## src/rtl/ps2_pkg.sv

```systemverilog
// Shared constants, RX state encoding and helpers for the PS/2 keyboard receiver.
package ps2_pkg;

  // Set-2 prefix bytes
  localparam logic [7:0] PS2_EXT        = 8'hE0;
  localparam logic [7:0] PS2_REL        = 8'hF0;
  localparam logic [7:0] PS2_PAUSE      = 8'hE1;
  // Code reported for the Pause key once its whole sequence has been swallowed
  localparam logic [7:0] PS2_PAUSE_CODE = 8'h77;
  // Bytes that follow E1 before the Pause sequence is complete
  localparam logic [2:0] PS2_PAUSE_LEN  = 3'd7;

  // Host-response codes (keyboard replies to host commands, not key events)
  localparam logic [7:0] PS2_ACK        = 8'hFA;
  localparam logic [7:0] PS2_BAT_OK     = 8'hAA;
  localparam logic [7:0] PS2_ECHO       = 8'hEE;
  localparam logic [7:0] PS2_RESEND     = 8'hFE;
  localparam logic [7:0] PS2_OVERRUN0   = 8'h00;
  localparam logic [7:0] PS2_OVERRUN1   = 8'hFF;

  // Frame receiver states
  typedef enum logic [1:0] {
    IDLE   = 2'd0,
    DATA   = 2'd1,
    PARITY = 2'd2,
    STOP   = 2'd3
  } rx_state_t;

  // True for bytes that never produce a key event and leave prefix flags alone
  function automatic logic is_host_response(input logic [7:0] b);
    return (b == PS2_ACK)    || (b == PS2_BAT_OK)   || (b == PS2_ECHO) ||
           (b == PS2_RESEND) || (b == PS2_OVERRUN0) || (b == PS2_OVERRUN1);
  endfunction

endpackage

```

## src/rtl/ps2_edge_filter.sv

```systemverilog
// Two-flop synchroniser plus glitch filter for the PS/2 clock line.
// Produces a one-cycle strobe whenever the filtered level goes 1 -> 0.
module ps2_edge_filter #(
  parameter int FILTER = 8
) (
  input  logic clk,
  input  logic reset,
  input  logic din,
  output logic fall
);

  localparam int CW = $clog2(FILTER + 1);

  logic [1:0]    sync_reg;
  logic          level_reg;
  logic          fall_reg;
  logic [CW-1:0] cnt_reg;

  // Metastability guard; the line idles high so reset to 1 to avoid a fake edge
  always_ff @(posedge clk) begin
    if (reset) begin
      sync_reg <= 2'b11;
    end else begin
      sync_reg <= {sync_reg[0], din};
    end
  end

  // Accept a new level only after FILTER consecutive differing samples
  always_ff @(posedge clk) begin
    if (reset) begin
      level_reg <= 1'b1;
      cnt_reg   <= '0;
      fall_reg  <= 1'b0;
    end else begin
      fall_reg <= 1'b0;
      if (sync_reg[1] == level_reg) begin
        cnt_reg <= '0;
      end else if (cnt_reg == CW'(FILTER - 1)) begin
        level_reg <= sync_reg[1];
        cnt_reg   <= '0;
        fall_reg  <= ~sync_reg[1];
      end else begin
        cnt_reg <= cnt_reg + CW'(1);
      end
    end
  end

  assign fall = fall_reg;

endmodule

```

## src/rtl/ps2_kbd_rx.sv

```systemverilog
// PS/2 keyboard receiver: frame checking, timeout recovery and set-2 prefix decoding.
module ps2_kbd_rx
  import ps2_pkg::*;
#(
  parameter int FILTER  = 8,
  parameter int TIMEOUT = 8192
) (
  input  logic        clk_sys,
  input  logic        reset,
  input  logic        ps2_clk,
  input  logic        ps2_data,
  output logic [7:0]  ps2_byte,
  output logic        ps2_byte_valid,
  output logic        frame_err,
  output logic [10:0] ps2_key
);

  localparam int TW = $clog2(TIMEOUT + 1);

  logic          fall;
  logic [1:0]    data_sync_reg;
  logic          data_s;

  rx_state_t     state_reg, state_next;
  logic [2:0]    bit_cnt_reg, bit_cnt_next;
  logic [7:0]    shift_reg, shift_next;
  logic          parity_reg, parity_next;
  logic [TW-1:0] tmo_cnt_reg;
  logic          byte_good;
  logic          err_next;

  logic [7:0]    byte_reg;
  logic          byte_valid_reg;
  logic          frame_err_reg;

  logic [10:0]   key_reg, key_next;
  logic          ext_reg, ext_next;
  logic          rel_reg, rel_next;
  logic [2:0]    pause_reg, pause_next;

  ps2_edge_filter #(
    .FILTER (FILTER)
  ) u_clk_filter (
    .clk   (clk_sys),
    .reset (reset),
    .din   (ps2_clk),
    .fall  (fall)
  );

  // Data only needs synchronising; it is stable long before the filtered clock edge
  always_ff @(posedge clk_sys) begin
    if (reset) begin
      data_sync_reg <= 2'b11;
    end else begin
      data_sync_reg <= {data_sync_reg[0], ps2_data};
    end
  end

  assign data_s = data_sync_reg[1];

  // Frame receiver state and datapath registers
  always_ff @(posedge clk_sys) begin
    if (reset) begin
      state_reg   <= IDLE;
      bit_cnt_reg <= '0;
      shift_reg   <= '0;
      parity_reg  <= 1'b0;
    end else begin
      state_reg   <= state_next;
      bit_cnt_reg <= bit_cnt_next;
      shift_reg   <= shift_next;
      parity_reg  <= parity_next;
    end
  end

  // Frame receiver next state: one step per fall strobe, timeout otherwise
  always_comb begin
    state_next   = state_reg;
    bit_cnt_next = bit_cnt_reg;
    shift_next   = shift_reg;
    parity_next  = parity_reg;
    byte_good    = 1'b0;
    err_next     = 1'b0;
    if (fall) begin
      case (state_reg)
        IDLE: begin
          if (!data_s) begin
            state_next   = DATA;
            bit_cnt_next = '0;
          end
        end
        DATA: begin
          shift_next = {data_s, shift_reg[7:1]};
          if (bit_cnt_reg == 3'd7) begin
            state_next = PARITY;
          end else begin
            bit_cnt_next = bit_cnt_reg + 3'd1;
          end
        end
        PARITY: begin
          parity_next = data_s;
          state_next  = STOP;
        end
        STOP: begin
          if (data_s && (^{shift_reg, parity_reg})) begin
            byte_good = 1'b1;
          end else begin
            err_next = 1'b1;
          end
          state_next = IDLE;
        end
        default: state_next = IDLE;
      endcase
    end else if ((state_reg != IDLE) && (tmo_cnt_reg == TW'(TIMEOUT))) begin
      state_next = IDLE;
      err_next   = 1'b1;
    end
  end

  // Inter-edge watchdog: parked at 0 in IDLE, cleared by every fall strobe, saturates
  always_ff @(posedge clk_sys) begin
    if (reset || fall || (state_reg == IDLE)) begin
      tmo_cnt_reg <= '0;
    end else if (tmo_cnt_reg != TW'(TIMEOUT)) begin
      tmo_cnt_reg <= tmo_cnt_reg + TW'(1);
    end
  end

  // Registered byte and error pulses, one cycle after the stop-bit strobe
  always_ff @(posedge clk_sys) begin
    if (reset) begin
      byte_reg       <= '0;
      byte_valid_reg <= 1'b0;
      frame_err_reg  <= 1'b0;
    end else begin
      byte_valid_reg <= byte_good;
      frame_err_reg  <= err_next;
      if (byte_good) begin
        byte_reg <= shift_reg;
      end
    end
  end

  // Scancode decoder: prefix tracking, Pause swallowing and event emission
  always_comb begin
    key_next   = key_reg;
    ext_next   = ext_reg;
    rel_next   = rel_reg;
    pause_next = pause_reg;
    if (byte_valid_reg) begin
      if (pause_reg != 3'd0) begin
        pause_next = pause_reg - 3'd1;
        if (pause_reg == 3'd1) begin
          key_next = {~key_reg[10], 1'b1, 1'b1, PS2_PAUSE_CODE};
        end
      end else if (is_host_response(byte_reg)) begin
        pause_next = pause_reg;
      end else if (byte_reg == PS2_EXT) begin
        ext_next = 1'b1;
      end else if (byte_reg == PS2_REL) begin
        rel_next = 1'b1;
      end else if (byte_reg == PS2_PAUSE) begin
        pause_next = PS2_PAUSE_LEN;
      end else begin
        key_next = {~key_reg[10], ~rel_reg, ext_reg, byte_reg};
        ext_next = 1'b0;
        rel_next = 1'b0;
      end
    end
  end

  // Decoder registers
  always_ff @(posedge clk_sys) begin
    if (reset) begin
      key_reg   <= '0;
      ext_reg   <= 1'b0;
      rel_reg   <= 1'b0;
      pause_reg <= '0;
    end else begin
      key_reg   <= key_next;
      ext_reg   <= ext_next;
      rel_reg   <= rel_next;
      pause_reg <= pause_next;
    end
  end

  assign ps2_byte       = byte_reg;
  assign ps2_byte_valid = byte_valid_reg;
  assign frame_err      = frame_err_reg;
  assign ps2_key        = key_reg;

endmodule

```

## config.mk

```make
export PLATFORM = sky130hd
export DESIGN_NAME = ps2_kbd_rx
export DESIGN_NICKNAME = d
export VERILOG_FILES = /design/src/rtl/ps2_pkg.sv /design/src/rtl/ps2_edge_filter.sv /design/src/rtl/ps2_kbd_rx.sv
export SDC_FILE = /design/constraint.sdc
export NUM_CORES = 1
export LEC_CHECK = 0
export BUFFER_PORTS_ARGS = -buffer_cell sky130_fd_sc_hd__buf_2
export CAP_MARGIN = 20
export CORE_MARGIN = 2
export CORE_UTILIZATION = 50
export CTS_BUF_LIST = sky130_fd_sc_hd__clkbuf_8
export DETAILED_ROUTE_END_ITERATION = 8
export PLACE_DENSITY_LB_ADDON = 0.12
export SYNTH_ARGS = -nofsm -noshare
export SYNTH_HDL_FRONTEND = slang
export SYNTH_SLANG_ARGS = --single-unit
```

## constraint.sdc

```tcl
create_clock -name clk_sys -period 2.9 [get_ports clk_sys]
set_input_delay 0.145 -clock clk_sys [delete_from_list [all_inputs] [get_ports clk_sys]]
set_output_delay 0.145 -clock clk_sys [all_outputs]
set_load 0.01 [all_outputs]
```

==> metrics, run 1 <==
Area after DPL=0.00297 mm²; Hold Crit Depth=2; share of cells above drive strength 1=0.160; post-route clock skew=0.0110 ns; Hold Path Sink=bit_cnt_reg[0]; Compound-Gate Fraction of Synth Area=0.116; DP HPWL=3.63 mm; initial core utilization=0.514; Post-synth top cells=dfxtp_1, nor2_1, nand2_1, a21oi_1, nand3_1; period utilisation layout=0.721; H-tree depth=3; CTS tree=done; RSZ-0062 raised after global routing=no; post-synth top area share=0.459; # setup viols final=0; EDFF count, synth=0; Area Growth Syn to Fin=13.2%; Reg area=0.00128 mm²; fin area=0.00316 mm²; Synth Instances=301; die area=0.00620 mm²; Clk pin slew, worst setup/hold paths=0.06 ns; I/O pins=25; core footprint=0.00544 mm²; VDD IR max=0.289 mV; Unique masters post-synth=42; adder-cell share of the synthesized area=0.0537; Rows=27; # fillers=512; Hold Crit Class=in2reg; Synth Warn #=0; Post-Synthesis Net Count=317; Async SR Flop Fraction=0; Achievable Freq=478 MHz; total global-route track usage=0.191; Pint=1230 µW; combinational share of power=0.013; hold path startpoint=reset; # DRC=0; Pins Over Slew Limit=0; Detail Route Antenna Nets=0; nets@finish=344; clock network fraction of design power=0.424; Synth Area in XOR/XNOR=0.0725; CP required=3.17 ns; largest family of logic cells by synthesized area=simple AND/OR/NAND/NOR gates; max cap viols=0; Max Fanout on Critical Path=7; worst r2r src=tmo_cnt_reg[0]; met1 Track Usage GR=0.244; status=finished, final reports clean; Buffers on Ports=24; number of synthesized register bits=64; first-pass GRT wire length=9.16 mm; r2r endpoint=state_reg[1]; Setup TNS=0 ns; dpl ws=0.813 ns; top-count cell post-synth=dfxtp_1; r2r worst-path depth=7; GPL Wtd Cong=0.857; Post-Syn Area per Cell=9.28 µm²; CP peak stage delay=0.42 ns; critical-path cell list=inv_1, ha_1, nor4b_1, nand4_1, o31ai_1, mux2_2, nor2_1; critical path startpoint category=register; sequential-to-total area share from yosys stat=0.459; n_diodes=0; Crit Path Class=reg2reg; Routed wire per std cell=13.3 µm; Skew-Pair Late Insertion Delay=0.34 ns; multiplexer fraction of the synthesized cell area=0.0484; largest net degree at the start of global routing=29; P_leak=0.00126 µW; CP Capture Type=register; # resized after CTS=0; M2 GR Usage=0.293; Sw Share=0.214; crit path DAT=2.36 ns; ys flop type=dfxtp_1; Final Util=0.582; synthesized area=0.00279 mm²; share of power burned in registers=0.563; Slew Limit Headroom=0.666; aggregate global routing overflow=0; drt initial violations=88; Final Hold Vio Count=0; post-synthesis simple-gate area fraction=0.218; worst-margin pin slew=0.502 ns; CTS Buf Count=9; die span in y=78.8 µm; vias per cell=5.30; CTS sink cnt=64; CTS root buf=clkbuf_8; min setup slack post-route=0.810 ns; Max Buffers Root-to-Sink=2; vias in the first global route=1,965; slowest CP cell=o31ai_1; P_sw=335 µW; initial antenna violation count=0; Die Width=78.8 µm; Post-CTS Setup Bufs=0; Multi-input gate area=0.00142 mm²; met3 Use GR=0.0716; busiest grt layer=met2; detailed-route via count=2,141; TritonRoute pass-1 iters=4; WL final=5.36 mm; reg2reg setup slack=0.81 ns; cell taking the most area after synthesis=dfxtp_1; min Tclk post-route=2.09 ns; Power Density=496 mW/mm²; max reg flops=14; synth top area cells=dfxtp_1, ha_1, nor2_1, nand2_1, a21oi_1
[worst max-delay path, delay by kind of cell (launching register included)]
family | cells | cell delay [ns]
and+or+nand+nor | 3 | 0.68
AOI/OAI and AO/OA | 1 | 0.42
muxes | 1 | 0.38
DFF | 1 | 0.34
adders and majority gates | 1 | 0.15
buffers and inverters | 1 | 0.07
[routing by layer]
| layer | part of all wire | wire length [µm] |
|---|---|---|
| met1 | 0.49 | 2650 |
| met2 | 0.46 | 2440 |
| met3 | 0.042 | 226 |
| met4 | 0.0078 | 42 |
| met5 | 0 | 0 |
[layout by cell type (no fill, tap or decap), drive strengths merged, types with 4 or more instances in the layout]
cell type	n
clkinv	4
nor3	7
ha	12
buf	26
inv	12
a21oi	19
nand3	16
o21ai	4
dfxtp	64
clkbuf	11
o221a	7
and3	7
xor2	10
nand2	28
nor2	36
mux2i	10
xnor2	8
nand4	5
or2	6
[layout make-up]
type,count,share of cell area
sequential,64,0.405
clock inverter,4,0.00633
inverter,12,0.0142
timing repair buffer,28,0.0491
tap,72,0.0285
multi-input combinational,213,0.449
clock buffer,11,0.0479
[worst max-delay path by stage]
| stage | start | to | slack (ns) |
|---|---|---|---|
| after global placement | tmo_cnt_reg[0] | state_reg[0] | 0.77 |
| after global routing | tmo_cnt_reg[1] | state_reg[1] | 0.56 |
| after floorplan | ps2_byte[0] | ps2_key[4] | 0.99 |
| final | tmo_cnt_reg[0] | state_reg[1] | 0.81 |
| after CTS | tmo_cnt_reg[0] | state_reg[1] | 0.79 |
| after detailed placement | tmo_cnt_reg[0] | state_reg[1] | 0.81 |
[through the flow]
stage / hold WS, ns / power (µW) / cells
detailed placement: 0.332 / 922 / 387
global placement: 0.329 / 922 / 387
finish: 0.154 / 1570 / 404
global route: 0.147 / 1630 / 404
CTS: 0.145 / 1590 / 404
floorplan: 0.249 / 915 / 301
[timing repair]
item / in CTS / in global routing
setup endpoints to repair: 0 / 0
endpoints found under the hold margin: 2 / 0
hold buffers: 2 / 0
[power groups by stage]
stage / combinational (µW) / sequential [µW] / clock [µW]
2_1_floorplan: 12.5 / 903 / 0
3_3_place_gp: 18.9 / 903 / 0
3_5_place_dp: 19.1 / 903 / 0
4_1_cts: 21.1 / 883 / 683
5_1_grt: 23.3 / 883 / 726
6_report: 20.8 / 884 / 665
[cell families (layout without fill, tap and decap cells)]
logic type,after synthesis,count (layout)
and+or+nand+nor,123,123
DFF,64,64
AOI/OAI and AO/OA,46,46
buffers and inverters,24,55
xor gates and xnor gates,20,20
adders and majority gates,12,12
muxes,12,12
No activity file was read; power rests on OpenSTA's default activity.
==> run 2: changes to the inputs <==
- clock period: 2.9 -> 1.9 ns (I/O delays scaled with it)
==> metrics, run 2 (synthesis results as in run 1) <==
commonest non-fill, non-tap cell in the layout=dfxtp_1; worst r2r src=ps2_byte[5]; uppermost routed layer=met4; combinational share of power=0.013 (about the same); Slew Limit Headroom=0.662 (-0.00400); first-pass GRT wire length=10.1 mm (+11%); aggregate global routing overflow=0 (unchanged); Power Density=765 mW/mm² (+54%); # DRC=0 (unchanged); worst-margin pin slew=0.508 ns (+0.00600 ns); r2r endpoint=ps2_key[5]; critical path startpoint category=register; I/O pins=25 (unchanged); Max Buffers Root-to-Sink=2 (unchanged); clock network fraction of design power=0.466 (+0.042); Crit Path Class=reg2reg; Routed wire per std cell=13.9 µm (+4.9%); Achievable Freq=546 MHz (+14%); r2r worst-path depth=5 (-2); P_leak=0.00139 µW (+9.7%); max cap viols=0 (unchanged); WL met1=2.78 mm (+4.8%); period utilisation layout=0.964 (+0.244); initial core utilization=0.514 (unchanged); min Tclk post-route=1.83 ns (-0.258 ns); P_sw=530 µW (+58%); detailed-route via count=2,211 (+3.3%); drt initial violations=164 (+86%); CTS sink cnt=64 (unchanged); Max Fanout on Critical Path=10 (+3); # setup viols final=0 (unchanged); die area=0.00620 mm² (unchanged); commonest non-fill, non-tap cells in the layout=dfxtp_1, nor2_1, nand2_1, buf_2, buf_4; CTS tree=done; Detail Route Antenna Nets=0 (unchanged); reg2reg setup slack=0.07 ns (-0.74 ns); CP required=2.14 ns (-1.03 ns); WL final=5.87 mm (+9.6%); fin area=0.00338 mm² (+7.0%); Pins Over Slew Limit=0 (unchanged); Sw Share=0.205 (-0.00902); Final Hold Vio Count=0 (unchanged); H-tree depth=3 (unchanged); CTS Buf Count=9 (unchanged); n_diodes=0 (unchanged); Rows=27 (unchanged); CP peak stage delay=0.56 ns (+0.14 ns); total global-route track usage=0.211 (+0.0203); max reg flops=14 (unchanged); CP Capture Point=ps2_key[5]; largest net degree at the start of global routing=21 (-28%); critical-path cell list=or4_4, a21oi_2, o41ai_1, and2_4, o221a_2; GPL Wtd Cong=0.784 (-8.5%); Clk pin slew, worst setup/hold paths=0.07 ns (about the same); WL met2=2.71 mm (+11%); TritonRoute pass-1 iters=4 (unchanged); VDD IR max=0.425 mV (+47%); vias per cell=5.24 (-1.1%); hold slack=0.229 ns (+0.0748 ns); Buffers on Ports=24 (unchanged); DR WL met3=193 µm (-15%); share of cells above drive strength 1=0.234 (+0.0746); post-route clock skew=0.00650 ns (-0.00454 ns); DP HPWL=4.05 mm (+11%); Area Growth Syn to Fin=21.1%; nets@finish=362 (+5.2%); core footprint=0.00544 mm² (unchanged); share of power burned in registers=0.521 (-0.042); Skew-Pair Late Insertion Delay=0.34 ns (about the same); vias in the first global route=2,213 (+13%); Die Width=78.8 µm (unchanged); # fillers=471 (-8.0%); crit path DAT=2.07 ns (-0.29 ns); CP Capture Type=register; Area after DPL=0.00311 mm² (+4.8%); status=finished, final reports clean; RSZ-0062 raised after global routing=no; initial antenna violation count=0 (unchanged); Hold Crit Class=in2reg; die span in y=78.8 µm (unchanged); CP startpoint=ps2_byte[5]; Pint=2060 µW (+67%); slowest CP cell=or4_4; CTS root buf=clkbuf_8
-- run 2: timing repair --
| action | CTS | global route |
|---|---|---|
| buffers inserted | 1 | 0 |
| pin swaps | 1 | 1 |
| setup endpoints to repair | 9 | 13 |
| hold buffers | 2 | 0 |
| endpoints found under the hold margin | 2 | 0 |
| resized for setup | 4 | 9 |
-- run 2: worst max-delay path, delay by kind of cell, from the launching register on --
family          cells  cell delay [ns]
simple gates        2             0.78
compound gates      3             0.59
flops               1             0.36
-- run 2: metrics by stage --
| stage | TNS [ns] | util | cells | total power, µW | worst slack (ns) |
|---|---|---|---|---|---|
| 4_1_cts | 0 | 0.617 | 422 | 2610 | 0.0131 |
| 3_3_place_gp | 0 | 0.573 | 404 | 1410 | 0.00583 |
| 5_1_grt | 0 | 0.622 | 422 | 2680 | 0.00226 |
| 6_report | 0 | 0.622 | 422 | 2590 | 0.0677 |
| 3_5_place_dp | -0.200 | 0.573 | 404 | 1410 | -0.0448 |
| 2_1_floorplan | 0 | - | 301 | 1400 | 0.0189 |
-- run 2: layout make-up --
class                   count  area, µm²  share of cell area
multi-input cells         213       1450               0.430
clock inverters             3       41.3              0.0122
inverters                  12       45.0              0.0133
clock buffers              12        165              0.0488
flip-flops and latches     64       1290               0.380
well taps                  72       90.1              0.0266
repair buffers             46        303              0.0895
-- run 2: worst min-delay path by stage --
| stage | startpoint | endpoint | cells past startpoint |
|---|---|---|---|
| 6_report | reset | state_reg[0] | 3 |
| 5_1_grt | reset | ps2_byte[7] | 3 |
| 4_1_cts | reset | state_reg[0] | 3 |
| 3_5_place_dp | ps2_data | data_sync_reg[0] | 2 |
| 3_3_place_gp | ps2_clk | u_clk_filter.sync_reg[0] | 2 |
| 2_1_floorplan | ps2_data | data_sync_reg[0] | 1 |
-- run 2: power by group through the flow --
stage | Combinational, µW | Clock, µW | Sequential [µW]
final | 34.5 | 1210 | 1350
after global routing | 38.9 | 1290 | 1350
after CTS | 34.8 | 1230 | 1350
after detailed placement | 31.3 | 0 | 1380
after global placement | 30.2 | 0 | 1380
after floorplan | 19.0 | 0 | 1380
-- run 2: metal layers --
metal / global-route usage / vias to the layer above
met5: 0 / -
met2: 0.348 / 39
li1: - / 1139
met1: 0.253 / 1015
met3: 0.0591 / 18
met4: 0.107 / 0
